### src/rtl/tile_job_scheduler.sv
`default_nettype none
// ============================================================================
//  Module      : tile_job_scheduler
//  Description : Job FIFO feeding TILE im2col/PE tiles. Each tile is driven
//                through an HLS start/ready/done handshake. Finished tiles
//                are arbitrated round-robin onto one completion stream, and
//                each tile is released with an output_taken pulse.
//  Revision    : 1.0 - initial release
// ============================================================================
module tile_job_scheduler #(
    parameter int TILE   = 4,
    parameter int JOB_W  = 16,
    parameter int QDEPTH = 8,
    parameter int TW     = $clog2(TILE),
    parameter int QW     = $clog2(QDEPTH)
) (
    input  logic             clk,
    input  logic             reset,
    input  logic             job_valid,
    output logic             job_ready,
    input  logic [JOB_W-1:0] job_id,
    output logic [TILE-1:0]  tile_start,
    input  logic [TILE-1:0]  tile_ready,
    input  logic [TILE-1:0]  tile_done,
    output logic [TILE-1:0]  tile_output_taken,
    output logic             done_valid,
    input  logic             done_ready,
    output logic [TW-1:0]    done_tile,
    output logic [JOB_W-1:0] done_job,
    output logic [QW:0]      jobs_pending,
    output logic             busy
);

    // Per-tile lifecycle: free, start offered, computing, waiting for release
    typedef enum logic [1:0] {
        TS_IDLE   = 2'd0,
        TS_LAUNCH = 2'd1,
        TS_RUN    = 2'd2,
        TS_DONE   = 2'd3
    } tile_state_t;

    // ------------------------------------------------------------------
    // Signal declarations
    // ------------------------------------------------------------------
    logic [JOB_W-1:0] fifo_mem [QDEPTH];
    logic [QW-1:0]    wr_ptr;
    logic [QW-1:0]    rd_ptr;
    logic [QW:0]      fifo_count;
    logic             fifo_empty;
    logic             fifo_full;
    logic [JOB_W-1:0] fifo_head;
    logic             push;
    logic             pop;
    logic             ready_en;

    logic [TILE-1:0]  tile_idle;
    logic [TILE-1:0]  tile_fin;
    logic [JOB_W-1:0] tile_job [TILE];

    logic [TW-1:0]    dpt_ptr;
    logic             dpt_found;
    logic [TW-1:0]    dpt_sel;
    logic [TILE-1:0]  dpt_onehot;

    logic [TW-1:0]    cmp_ptr;
    logic             cmp_found;
    logic [TW-1:0]    cmp_sel;
    logic [TILE-1:0]  cmp_onehot;
    logic             out_free;

    // Round-robin helper: (base + offs) mod TILE, without a divider
    function automatic logic [TW-1:0] rr_index(input logic [TW-1:0] base, input int offs);
        logic [TW:0] s;
        s = {1'b0, base} + (TW+1)'(offs);
        if (s >= (TW+1)'(TILE)) begin
            s = s - (TW+1)'(TILE);
        end
        return s[TW-1:0];
    endfunction

    // ------------------------------------------------------------------
    // Job FIFO
    // ------------------------------------------------------------------
    assign fifo_empty   = (fifo_count == '0);
    assign fifo_full    = (fifo_count == (QW+1)'(QDEPTH));
    assign fifo_head    = fifo_mem[rd_ptr];
    // ready_en keeps job_ready low while in reset and until the first edge after it
    assign job_ready    = ready_en && !fifo_full;
    assign push         = job_valid && job_ready;
    assign pop          = dpt_found;
    assign jobs_pending = fifo_count;

    // FIFO pointers, occupancy and the post-reset enable for job_ready
    always_ff @(posedge clk or negedge reset) begin
        if (!reset) begin
            wr_ptr     <= '0;
            rd_ptr     <= '0;
            fifo_count <= '0;
            ready_en   <= 1'b0;
        end else begin
            ready_en <= 1'b1;
            if (push) begin
                wr_ptr <= wr_ptr + 1'b1;
            end
            if (pop) begin
                rd_ptr <= rd_ptr + 1'b1;
            end
            case ({push, pop})
                2'b10:   fifo_count <= fifo_count + 1'b1;
                2'b01:   fifo_count <= fifo_count - 1'b1;
                default: fifo_count <= fifo_count;
            endcase
        end
    end

    // FIFO storage; contents are don't-care until written, so no reset
    always_ff @(posedge clk) begin
        if (push) begin
            fifo_mem[wr_ptr] <= job_id;
        end
    end

    // ------------------------------------------------------------------
    // Dispatch: first IDLE tile at or above dpt_ptr, with wrap
    // ------------------------------------------------------------------
    // Pick the dispatch target for this cycle
    always_comb begin
        dpt_found = 1'b0;
        dpt_sel   = '0;
        if (!fifo_empty) begin
            for (int k = 0; k < TILE; k++) begin
                if (!dpt_found && tile_idle[rr_index(dpt_ptr, k)]) begin
                    dpt_found = 1'b1;
                    dpt_sel   = rr_index(dpt_ptr, k);
                end
            end
        end
    end

    // One-hot form of the dispatch decision for the tile FSMs
    always_comb begin
        dpt_onehot = '0;
        if (dpt_found) begin
            dpt_onehot[dpt_sel] = 1'b1;
        end
    end

    // ------------------------------------------------------------------
    // Completion arbitration: first DONE tile at or above cmp_ptr
    // ------------------------------------------------------------------
    // The output register may load when empty or being drained this cycle
    assign out_free = !done_valid || done_ready;

    // Pick the completion winner for this cycle
    always_comb begin
        cmp_found = 1'b0;
        cmp_sel   = '0;
        if (out_free) begin
            for (int k = 0; k < TILE; k++) begin
                if (!cmp_found && tile_fin[rr_index(cmp_ptr, k)]) begin
                    cmp_found = 1'b1;
                    cmp_sel   = rr_index(cmp_ptr, k);
                end
            end
        end
    end

    // One-hot grant back to the winning tile
    always_comb begin
        cmp_onehot = '0;
        if (cmp_found) begin
            cmp_onehot[cmp_sel] = 1'b1;
        end
    end

    // Round-robin pointers advance past the tile just served
    always_ff @(posedge clk or negedge reset) begin
        if (!reset) begin
            dpt_ptr <= '0;
            cmp_ptr <= '0;
        end else begin
            if (dpt_found) begin
                dpt_ptr <= rr_index(dpt_sel, 1);
            end
            if (cmp_found) begin
                cmp_ptr <= rr_index(cmp_sel, 1);
            end
        end
    end

    // Job tag captured when a tile is launched; only read once that tile is DONE
    always_ff @(posedge clk) begin
        if (dpt_found) begin
            tile_job[dpt_sel] <= fifo_head;
        end
    end

    // Completion record register and the release pulse to the granted tile
    always_ff @(posedge clk or negedge reset) begin
        if (!reset) begin
            done_valid        <= 1'b0;
            done_tile         <= '0;
            done_job          <= '0;
            tile_output_taken <= '0;
        end else begin
            tile_output_taken <= cmp_onehot;
            if (cmp_found) begin
                done_valid <= 1'b1;
                done_tile  <= cmp_sel;
                done_job   <= tile_job[cmp_sel];
            end else if (done_ready) begin
                done_valid <= 1'b0;
            end
        end
    end

    // ------------------------------------------------------------------
    // Per-tile handshake FSMs
    // ------------------------------------------------------------------
    for (genvar gi = 0; gi < TILE; gi++) begin : g_tile
        tile_state_t state_q;
        tile_state_t state_d;

        // State register
        always_ff @(posedge clk or negedge reset) begin
            if (!reset) begin
                state_q <= TS_IDLE;
            end else begin
                state_q <= state_d;
            end
        end

        // Next state; tile_done is only honoured while a job is in flight
        always_comb begin
            state_d = state_q;
            case (state_q)
                TS_IDLE: begin
                    if (dpt_onehot[gi]) begin
                        state_d = TS_LAUNCH;
                    end
                end
                TS_LAUNCH: begin
                    if (tile_ready[gi]) begin
                        state_d = tile_done[gi] ? TS_DONE : TS_RUN;
                    end
                end
                TS_RUN: begin
                    if (tile_done[gi]) begin
                        state_d = TS_DONE;
                    end
                end
                TS_DONE: begin
                    if (cmp_onehot[gi]) begin
                        state_d = TS_IDLE;
                    end
                end
                default: state_d = TS_IDLE;
            endcase
        end

        assign tile_idle[gi]  = (state_q == TS_IDLE);
        assign tile_fin[gi]   = (state_q == TS_DONE);
        assign tile_start[gi] = (state_q == TS_LAUNCH);
    end

    assign busy = !fifo_empty || (tile_idle != {TILE{1'b1}}) || done_valid;

endmodule
`default_nettype wire
### config.mk
export PLATFORM = sky130hd
export DESIGN_NAME = tile_job_scheduler
export DESIGN_NICKNAME = d
export VERILOG_FILES = /design/src/rtl/tile_job_scheduler.sv
export SDC_FILE = /design/constraint.sdc
export NUM_CORES = 1
export LEC_CHECK = 0
export ABC_AREA = 1
export CAP_MARGIN = 25
export CORE_ASPECT_RATIO = 2
export CORE_MARGIN = 5
export CORE_UTILIZATION = 50
export CTS_BUF_LIST = sky130_fd_sc_hd__clkbuf_4
export CTS_CLUSTER_DIAMETER = 100
export DETAILED_ROUTE_END_ITERATION = 7
export PLACE_DENSITY = 0.66
export SETUP_SLACK_MARGIN = 0.05
export SLEW_MARGIN = 20
export SYNTH_ARGS = -nofsm -noshare
export SYNTH_HDL_FRONTEND = slang
export SYNTH_SLANG_ARGS = --single-unit
export TNS_END_PERCENT = 5
### constraint.sdc
create_clock -name clk -period 3.8 [get_ports clk]
set_input_delay 0.38 -clock clk [delete_from_list [all_inputs] [get_ports clk]]
set_output_delay 0.38 -clock clk [all_outputs]
set_load 0.005 [all_outputs]
==> flow_summary.ini, run 1 <==
[synth]
synthesis.area_um2 = 10670
synth_compound_area_share_pct = 7.072
synth_top_family_by_area = simple AND/OR/NAND/NOR gates
ys_types = 38
synth-xor-area-share_pct = 0.5746
yosys_warnings = 0
syn_nets = 1089
synth_fa_ha_area_share_pct = 3.636
synthSimpleGateAreaFrac_pct = 18.75
syn_inst = 1030
ys_seq_area_share_pct = 64.83
synth.avg_cell_area_um2 = 10.36
synth.area.mux_share_pct = 0.1055
yosys_register_bits = 238

[final_layout]
final_util_pct = 57.76
drive_above_1_share_pct = 10.59
multi_input_area_um2 = 3219
syn_to_final_growth_pct = 13.79
fillers = 1823
fin_nets = 1175
final_cell_mix = nand2_1 (262), edfxtp_1 (192), nor2_1 (168), clkbuf_4 (79), inv_1 (76)
seq_area_um2 = 6918
layout_commonest_cell = nand2_1

[route]
vias = 7343
drt-wirelength-per-cell_um = 15.83
avgViaCountPerCell = 5.164
dr.first_iter.drc_count = 365
finalWirelength_um = 22520
drtPass1Iterations = 5
route.detailed.drc = 0
drtAntennaViolNets = 0

[critical_path]
crit_slowest_cell = dfrtp_1
cpLargestDelayFamily = simple AND/OR/NAND/NOR gates
crit_buf_inv = 4
r2r_cells = 21
worst-path-stages = 21
crit_path_max_fanout = 7
crit_required_ps = 4370
ff2ff_setup_slack_ps = 830
cp_data_arrival_time_ps = 3540
critPathMaxStageDelay_ps = 480
setup.worst_path.start_class = flop
crit_top_cell = nand2_1
cp-end-kind = flop
path_cells = inv_1, ha_1, inv_1, nand2_1, nand2_1, nand2_1, nand2_1, nand2_1, nor2_1, nand2_1, nand2_2, inv_2, ha_1, nand2_1, inv_1, nor2_1, nand2_1, nor2_1, a31oi_1, a211oi_1, xor2_1
critPathKind = flop to flop

[clock_tree]
clock_latency_ps = 660
clock-sinks = 238
cts_tree = built
cts_inserted_buffers = 51
h-tree-depth = 2
clockBufferDepth = 3
cts-resized-gates = 0
root_buffer = clkbuf_4
clk_pin_slew_worst_paths_ps = 70

[sta]
fmax_mhz = 336.5
drv_slew = 0
fin_worst_skew_ps = 39.52
grt_setup_unrepaired = no
period_minus_slack_ps = 2971
fin_ws_ps = 828.5
hold_viol_final = 0
holdWs_ps = 232.0
tightestPinTransition_ps = 747.9
setup-violations-final = 0
slew_headroom_pct = 50.08
setup_tns_ps = 0
fin_crit_sh_pct = 78.20

[power]
power_density_nw_per_um2 = 968.7
ir_worst_vdd_mv = 0.5504
power_leakage_nw = 5.027

[grt]
track_usage_pct = 18.82
grt_max_degree = 66
antenna_found_initial = 1
grt_first_pass_wirelength_um = 36730
overflow = 0
grt_pass1_vias = 7482

[placement]
port-buffer-count = 60
gp_congestion = 0.8510
preCtsSetupSlack_ps = 815.0
dp_hpwl_um = 14540

[floorplanning]
initial_utilization_pct = 50.76
die_h_um = 216.6
io_pins = 61
die_w_um = 113.3
dieArea_um2 = 24540
rows = 75
core_area_um2 = 21020

[hold_path]
hold_path.class = primary input to asynchronous set/reset pin

[outcome]
status = complete, no violations

[run]
cap_violations = 0
-- path summary, 6_finish.rpt --
path | startpoint | to
setup / recovery | g_tile[1].state_q[0] | jobs_pending[3]
hold / removal | reset | jobs_pending[2]
setup reg to reg | g_tile[1].state_q[0] | jobs_pending[3]
hold reg to reg | done_job[7] | done_job[7]
max in group asynchronous | reset | done_job[3]
min in group clk | job_id[7] | fifo_mem[4][7]
-- metal layers --
layer  up-vias  track usage [%]  wire length (um)
met5         -                0                 0
met4         0            9.467               831
met3        63            2.903               777
met2       149            35.49             12590
met1      3486            19.78              8311
li1       3645                -                 -
-- where the power goes --
part           internal (mW)  switching [mW]  total [mW]
clock                  0.943           0.932        1.87
sequential              4.05           0.377        4.42
combinational           1.75            3.72        5.46
-- flip-flops by register name, summed over array words and instances, names as in the netlist --
signal             cells
tile_job              64
g_tile.state_q         8
dpt_ptr                2
done_valid             1
ready_en               1
tile_output_taken      4
done_job              16
jobs_pending           4
done_tile              2
cmp_ptr                2
rd_ptr                 3
wr_ptr                 3
fifo_mem             128
-- cells by family (layout without fill, tap and decap cells) --
group                      after synthesis  after routing
xor gates and xnor gates                 7              7
other                                    1              2
muxes                                    1              1
adders and majority gates               31             31
DFF                                    238            238
buffers and inverters                  124            246
and+or+nand+nor                        491            491
AOI/OAI and AO/OA                      137            137
-- Yosys cell counts, drive strengths merged --
master  instances  area, um2
a211oi          1      7.510
a21oi           5      25.02
a31oi          18      112.6
buf            18      130.1
clkbuf         24      90.09
conb            1      3.750
dfrtp          46       1151
edfxtp        192       5766
ha             31      387.9
inv            82      312.8
mux2            1      11.26
nand2         270       1057
nand3          39      205.2
nand4           6      37.54
nor2          173      680.7
o211ai          6      45.04
o21ai          87      439.2
o22ai          20      125.1
or2             2      12.52
or4             1      7.510
xnor2           3      26.28
xor2            4      35.03
-- cell type report --
class	instances	share of cell area, %
multi-input combinational	668	26.52
inverter	82	2.577
timing repair buffer	75	5.854
antenna	1	0.02061
sequential	238	56.98
clock buffer	79	4.885
tap	269	2.772
clock inverter	10	0.3916
-- per-stage QoR --
stage | instance area [um2] | instances | power [mW]
3_5_place_dp | 11490 | 1331 | 10.04
5_1_grt | 12140 | 1422 | 12.86
4_1_cts | 12140 | 1421 | 11.95
3_3_place_gp | 11490 | 1331 | 9.931
6_report | 12140 | 1422 | 11.76
2_1_floorplan | 10670 | 1030 | 8.432
-- timing repair --
item,CTS,global route
hold endpoints to repair,19,0
hold buffers,1,0
buffers inserted,0,0
No activity file was read; power rests on OpenSTA's default activity.
==> inputs of run 2 (changes only) <==
- PLACE_DENSITY: 0.66 -> 0.68
- clock period: 3.8 -> 2.6 ns (I/O delays scaled with it)
==> flow_summary.ini, run 2 (synthesis results as in run 1) <==
[sta]
holdWs_ps = 150.4
fmax_mhz = 406.1
slew_headroom_pct = 60.13
period_minus_slack_ps = 2463
drv_slew = 0
setup-violations-final = 0
fin_worst_skew_ps = 40.65
tightestPinTransition_ps = 598.1
hold_viol_final = 0
fin_crit_sh_pct = 94.71
grt_setup_unrepaired = yes

[floorplanning]
dieArea_um2 = 24540
core_area_um2 = 21020
rows = 75
die_h_um = 216.6
initial_utilization_pct = 50.76
die_w_um = 113.3
io_pins = 61

[power]
power_leakage_nw = 5.193
ir_worst_vdd_mv = 0.7880
power_density_nw_per_um2 = 1468
power_mw = 18.44

[critical_path]
path_cells = inv_2, ha_1, nand3_1, or4_1, dlygate4sd2_1
setup.worst_path.start_class = flop
critPathMaxStageDelay_ps = 510
crit_path_max_fanout = 3
cp-end-kind = output pin
cpLargestDelayFamily = simple AND/OR/NAND/NOR gates
crit_buf_inv = 2
crit_slowest_cell = or4_1
cp_data_arrival_time_ps = 2200
critPathKind = flop to output pin
crit_required_ps = 2340

[grt]
grt_pass1_vias = 7689
overflow = 0
grt_first_pass_wirelength_um = 37590
grt_max_degree = 65
track_usage_pct = 19.22
antenna_found_initial = 1

[final_layout]
drive_above_1_share_pct = 15.07
fin_nets = 1208
final_cell_mix = nand2_1 (258), edfxtp_1 (192), nor2_1 (164), o21ai_0 (68), clkbuf_4 (68)
largest_register_ffs = 128
largestRegisters = fifo_mem: 128 flops, tile_job: 64 flops, done_job: 16 flops
syn_to_final_growth_pct = 17.79
regMostFlops = fifo_mem
layout_commonest_cell = nand2_1

[clock_tree]
root_buffer = clkbuf_4
clk_pin_slew_worst_paths_ps = 80
cts_tree = built
clock-sinks = 238
clock_latency_ps = 670
cts_inserted_buffers = 51
h-tree-depth = 2
clockBufferDepth = 3

[placement]
dp_hpwl_um = 15310
gp_congestion = 0.8926
port-buffer-count = 60

[route]
drt-wirelength-per-cell_um = 15.77
avgViaCountPerCell = 5.132
dr.first_iter.drc_count = 356
drtPass1Iterations = 4
vias = 7483
drtAntennaViolNets = 0
route.detailed.drc = 0
finalWirelength_um = 22990

[run]
cap_violations = 0

[outcome]
status = complete, no violations

[hold_path]
hold_path.class = primary input to asynchronous set/reset pin
==> run 2: cell count changes in the layout (fill, tap and decap cells not counted), moves of 5 or more <==
cell,change
buf_6,+5
inv_2,+9
clkinv_1,+10
ha_1,-5
inv_1,-9
clkbuf_4,-11
buf_12,+6
buf_4,+21
==> run 2: what timing repair did <==
item,CTS,global route
pin swaps,0,3
cloned,0,1
setup endpoints to repair,39,54
setup buffers,0,2
hold endpoints to repair,24,0
gates resized for setup,3,33
hold buffers,1,0
==> run 2: final cells by class <==
class / count / area, um2
Antenna cell: 1 / 2.502
Sequential cell: 238 / 6919
Fill cell: 1783 / 8453
Tap cell: 269 / 336.6
Clock inverter: 24 / 100.1
Timing Repair Buffer: 107 / 1044
Timing Repair inverter: 1 / 5.005
Inverter: 82 / 316.6
Multi-Input combinational cell: 668 / 3333
Clock buffer: 68 / 510.5
==> run 2: worst register-to-register path, cell delays in order (launching register included) <==
cell and delay, ps:
dfrtp_1 360, inv_2 70, ha_1 190, inv_1 90, nand2_1 60, nand2_1 60
nand2_1 70, nand2_2 80, nand2_1 60, nor2_2 100, nand2_1 70, nand2_2 70
inv_2 40, ha_2 190, nand2_1 90, inv_1 50, nor2_2 100, nand2_1 70
nor2_2 120, a31oi_1 60, a211oi_2 180, xor2_1 160
==> run 2: layer usage <==
layer / vias up / wire, um / share of wire, % / global-route usage (%)
met5: - / 0 / 0 / 0
met4: 0 / 979 / 4.3 / 9.707
met3: 60 / 670 / 2.9 / 2.707
met2: 144 / 12750 / 55 / 36.54
met1: 3567 / 8594 / 37 / 20.10
li1: 3712 / - / - / -
==> run 2: final timing paths <==
| check | from | endpoint | slack (ps) | cells past startpoint |
|---|---|---|---|---|
| setup / recovery | g_tile[2].state_q[0] | busy | 140 | 5 |
| hold / removal | reset | wr_ptr[1] | 150 | 2 |
| setup reg to reg | g_tile[1].state_q[0] | jobs_pending[3] | 200 | 21 |
| hold reg to reg | tile_job[3][15] | done_job[15] | 440 | 2 |
| max in group asynchronous | reset | tile_output_taken[1] | 1720 | 3 |
| min in group clk | job_id[5] | fifo_mem[2][5] | 320 | 1 |
==> run 2: where the power goes <==
part / switching [mW] / internal [mW]
combinational: 5.92 / 3.53
sequential: 0.493 / 5.88
clock: 1.39 / 1.23
total: 7.81 / 10.6
==> run 2: metrics by stage <==
stage          cells  TNS (ps)  utilization [%]  area, um2  setup WS [ps]
4_1_cts         1454         0            59.10      12420          59.39
5_1_grt         1458    -21.77            59.79      12570         -21.77
2_1_floorplan   1030         0                -      10680          78.23
6_report        1458         0            59.79      12570          137.4
3_5_place_dp    1361    -145.4            56.14      11800         -27.34
3_3_place_gp    1361         0            56.14      11800          63.27
==> inputs of run 3 (changes only) <==
- CORE_UTILIZATION: 50 -> 30
- GPL_TIMING_DRIVEN: default -> 0
- MAX_ROUTING_LAYER: default -> met4
- PLACE_DENSITY: 0.68 -> 0.44
==> flow_summary.ini, run 3 (synthesis results as in run 1) <==
[grt]
track_usage_pct = 14.53
grt_first_pass_wirelength_um = 43330
antenna_found_initial = 1
overflow = 0
grt_pass1_vias = 7873
grt_max_degree = 47

[floorplanning]
core_area_um2 = 35070
rows = 97
dieArea_um2 = 39660
initial_utilization_pct = 30.42
io_pins = 61
die_h_um = 276.7
die_w_um = 143.3

[critical_path]
cp-end-kind = flop
cp_data_arrival_time_ps = 3150
path_cells = buf_2, buf_4, nand2_1, o21ai_2, nand2_1, nand2_2, nand2_1, nor2_2, nand2_2, nand2_4, inv_6, ha_4, nand2_2, inv_1, nor2_2, buf_4, ha_1, mux2_2
critPathMaxStageDelay_ps = 320
crit_required_ps = 3150
setup.worst_path.start_class = flop
crit_buf_inv = 5
crit_path_max_fanout = 10
cpLargestDelayFamily = simple AND/OR/NAND/NOR gates
critPathKind = flop to flop
crit_slowest_cell = dfrtp_1

[sta]
slew_headroom_pct = 54.20
fin_worst_skew_ps = 35.50
setup_tns_ps = 0
period_minus_slack_ps = 2595
setup-violations-final = 0
fin_crit_sh_pct = 99.81
drv_slew = 0
tightestPinTransition_ps = 686.9
grt_setup_unrepaired = yes
holdWs_ps = 124.6
fmax_mhz = 385.3
hold_viol_final = 0

[power]
p_switching_mw = 8.627
pwr-share-clk_pct = 14.9
power_frac_seq_pct = 31.5
share_comb_of_total_power_pct = 53.6
power_leakage_nw = 5.314
sw_frac_of_total_pct = 43.11
power_density_nw_per_um2 = 1511
internal-power_mw = 11.39
ir_worst_vdd_mv = 0.8878

[hold_path]
hold_path.class = primary input to asynchronous set/reset pin

[clock_tree]
h-tree-depth = 2
clockBufferDepth = 3
cts_tree = built
clk_pin_slew_worst_paths_ps = 80
root_buffer = clkbuf_4
cts_inserted_buffers = 55
clock_latency_ps = 700
clock-sinks = 238

[final_layout]
fin_nets = 1244
final_util_pct = 37.77
largest_register_ffs = 128
instances_no_fill = 1673
drive_above_1_share_pct = 19.72
syn_to_final_growth_pct = 24.16
final_cell_mix = nand2_1 (249), edfxtp_1 (192), nor2_1 (155), clkbuf_4 (82), o21ai_0 (68)
regMostFlops = fifo_mem
layout_commonest_cell = nand2_1
largestRegisters = fifo_mem: 128 flops, tile_job: 64 flops, done_job: 16 flops

[route]
vias = 7554
avgViaCountPerCell = 4.515
drtAntennaViolNets = 0
drtPass1Iterations = 5
finalWirelength_um = 27920
drt-wirelength-per-cell_um = 16.69
route.detailed.drc = 0
dr.first_iter.drc_count = 295

[run]
cap_violations = 0

[placement]
port-buffer-count = 60
gp_congestion = 0.8025
placedCellCount = 1543
dp_hpwl_um = 19930

[outcome]
status = complete, no violations
run 3: area by class of cell:
cell class                      instances  area [um2]
Antenna cell                            1       2.502
Clock inverter                         19       102.6
Multi-Input combinational cell        668        3466
Timing Repair Buffer                   98       989.7
Inverter                               82       345.3
Clock buffer                           80       600.6
Tap cell                              445       556.8
Sequential cell                       238        6922
Fill cell                            3488       21830
Buffer                                 42       261.5
run 3: worst paths after layout:
check / startpoint / endpoint / slack (ps) / cells past startpoint
setup reg to reg: dpt_ptr[0] / jobs_pending[1] / 5 / 18
hold reg to reg: done_job[6] / done_job[6] / 480 / 2
min in group clk: job_id[6] / fifo_mem[1][6] / 310 / 1
max in group asynchronous: reset / done_job[8] / 1990 / 2
hold / removal: reset / g_tile[1].state_q[1] / 120 / 2
setup / recovery: dpt_ptr[0] / jobs_pending[1] / 5 / 18
run 3: power groups by stage:
stage	registers, mW	logic [mW]	clock network, mW
6_report	6.31	10.7	2.98
5_1_grt	6.41	12.1	3.30
4_1_cts	6.30	9.99	3.13
3_5_place_dp	6.48	9.14	0
3_3_place_gp	6.48	9.00	0
2_1_floorplan	6.35	6.00	0
run 3: per-stage QoR:
step	power (mW)	setup WS, ps	instance area (um2)
after floorplan	12.35	78.23	10680
after global placement	15.48	-551.7	11840
after detailed placement	15.62	-594.0	11950
after CTS	19.42	-3.478	12880
after global routing	21.79	-179.7	13250
final	20.01	4.863	13250
run 3: timing repair:
item | CTS | global route
gates resized for setup | 31 | 70
endpoints found under the setup margin | 80 | 109
endpoints found under the hold margin | 46 | 0
hold buffers | 1 | 0
buffers inserted | 15 | 13
cloned | 0 | 1
pin swaps | 4 | 16
run 3: per-layer routing:
metal / vias to the layer above / GRT usage, % / share of wire (%) / routed length (um)
li1: 3788 / - / - / -
met1: 3555 / 13.33 / 34 / 9387
met2: 142 / 28.43 / 59 / 16480
met3: 69 / 2.367 / 3.5 / 986
met4: 0 / 6.332 / 3.8 / 1063
met5: - / - / 0 / 0
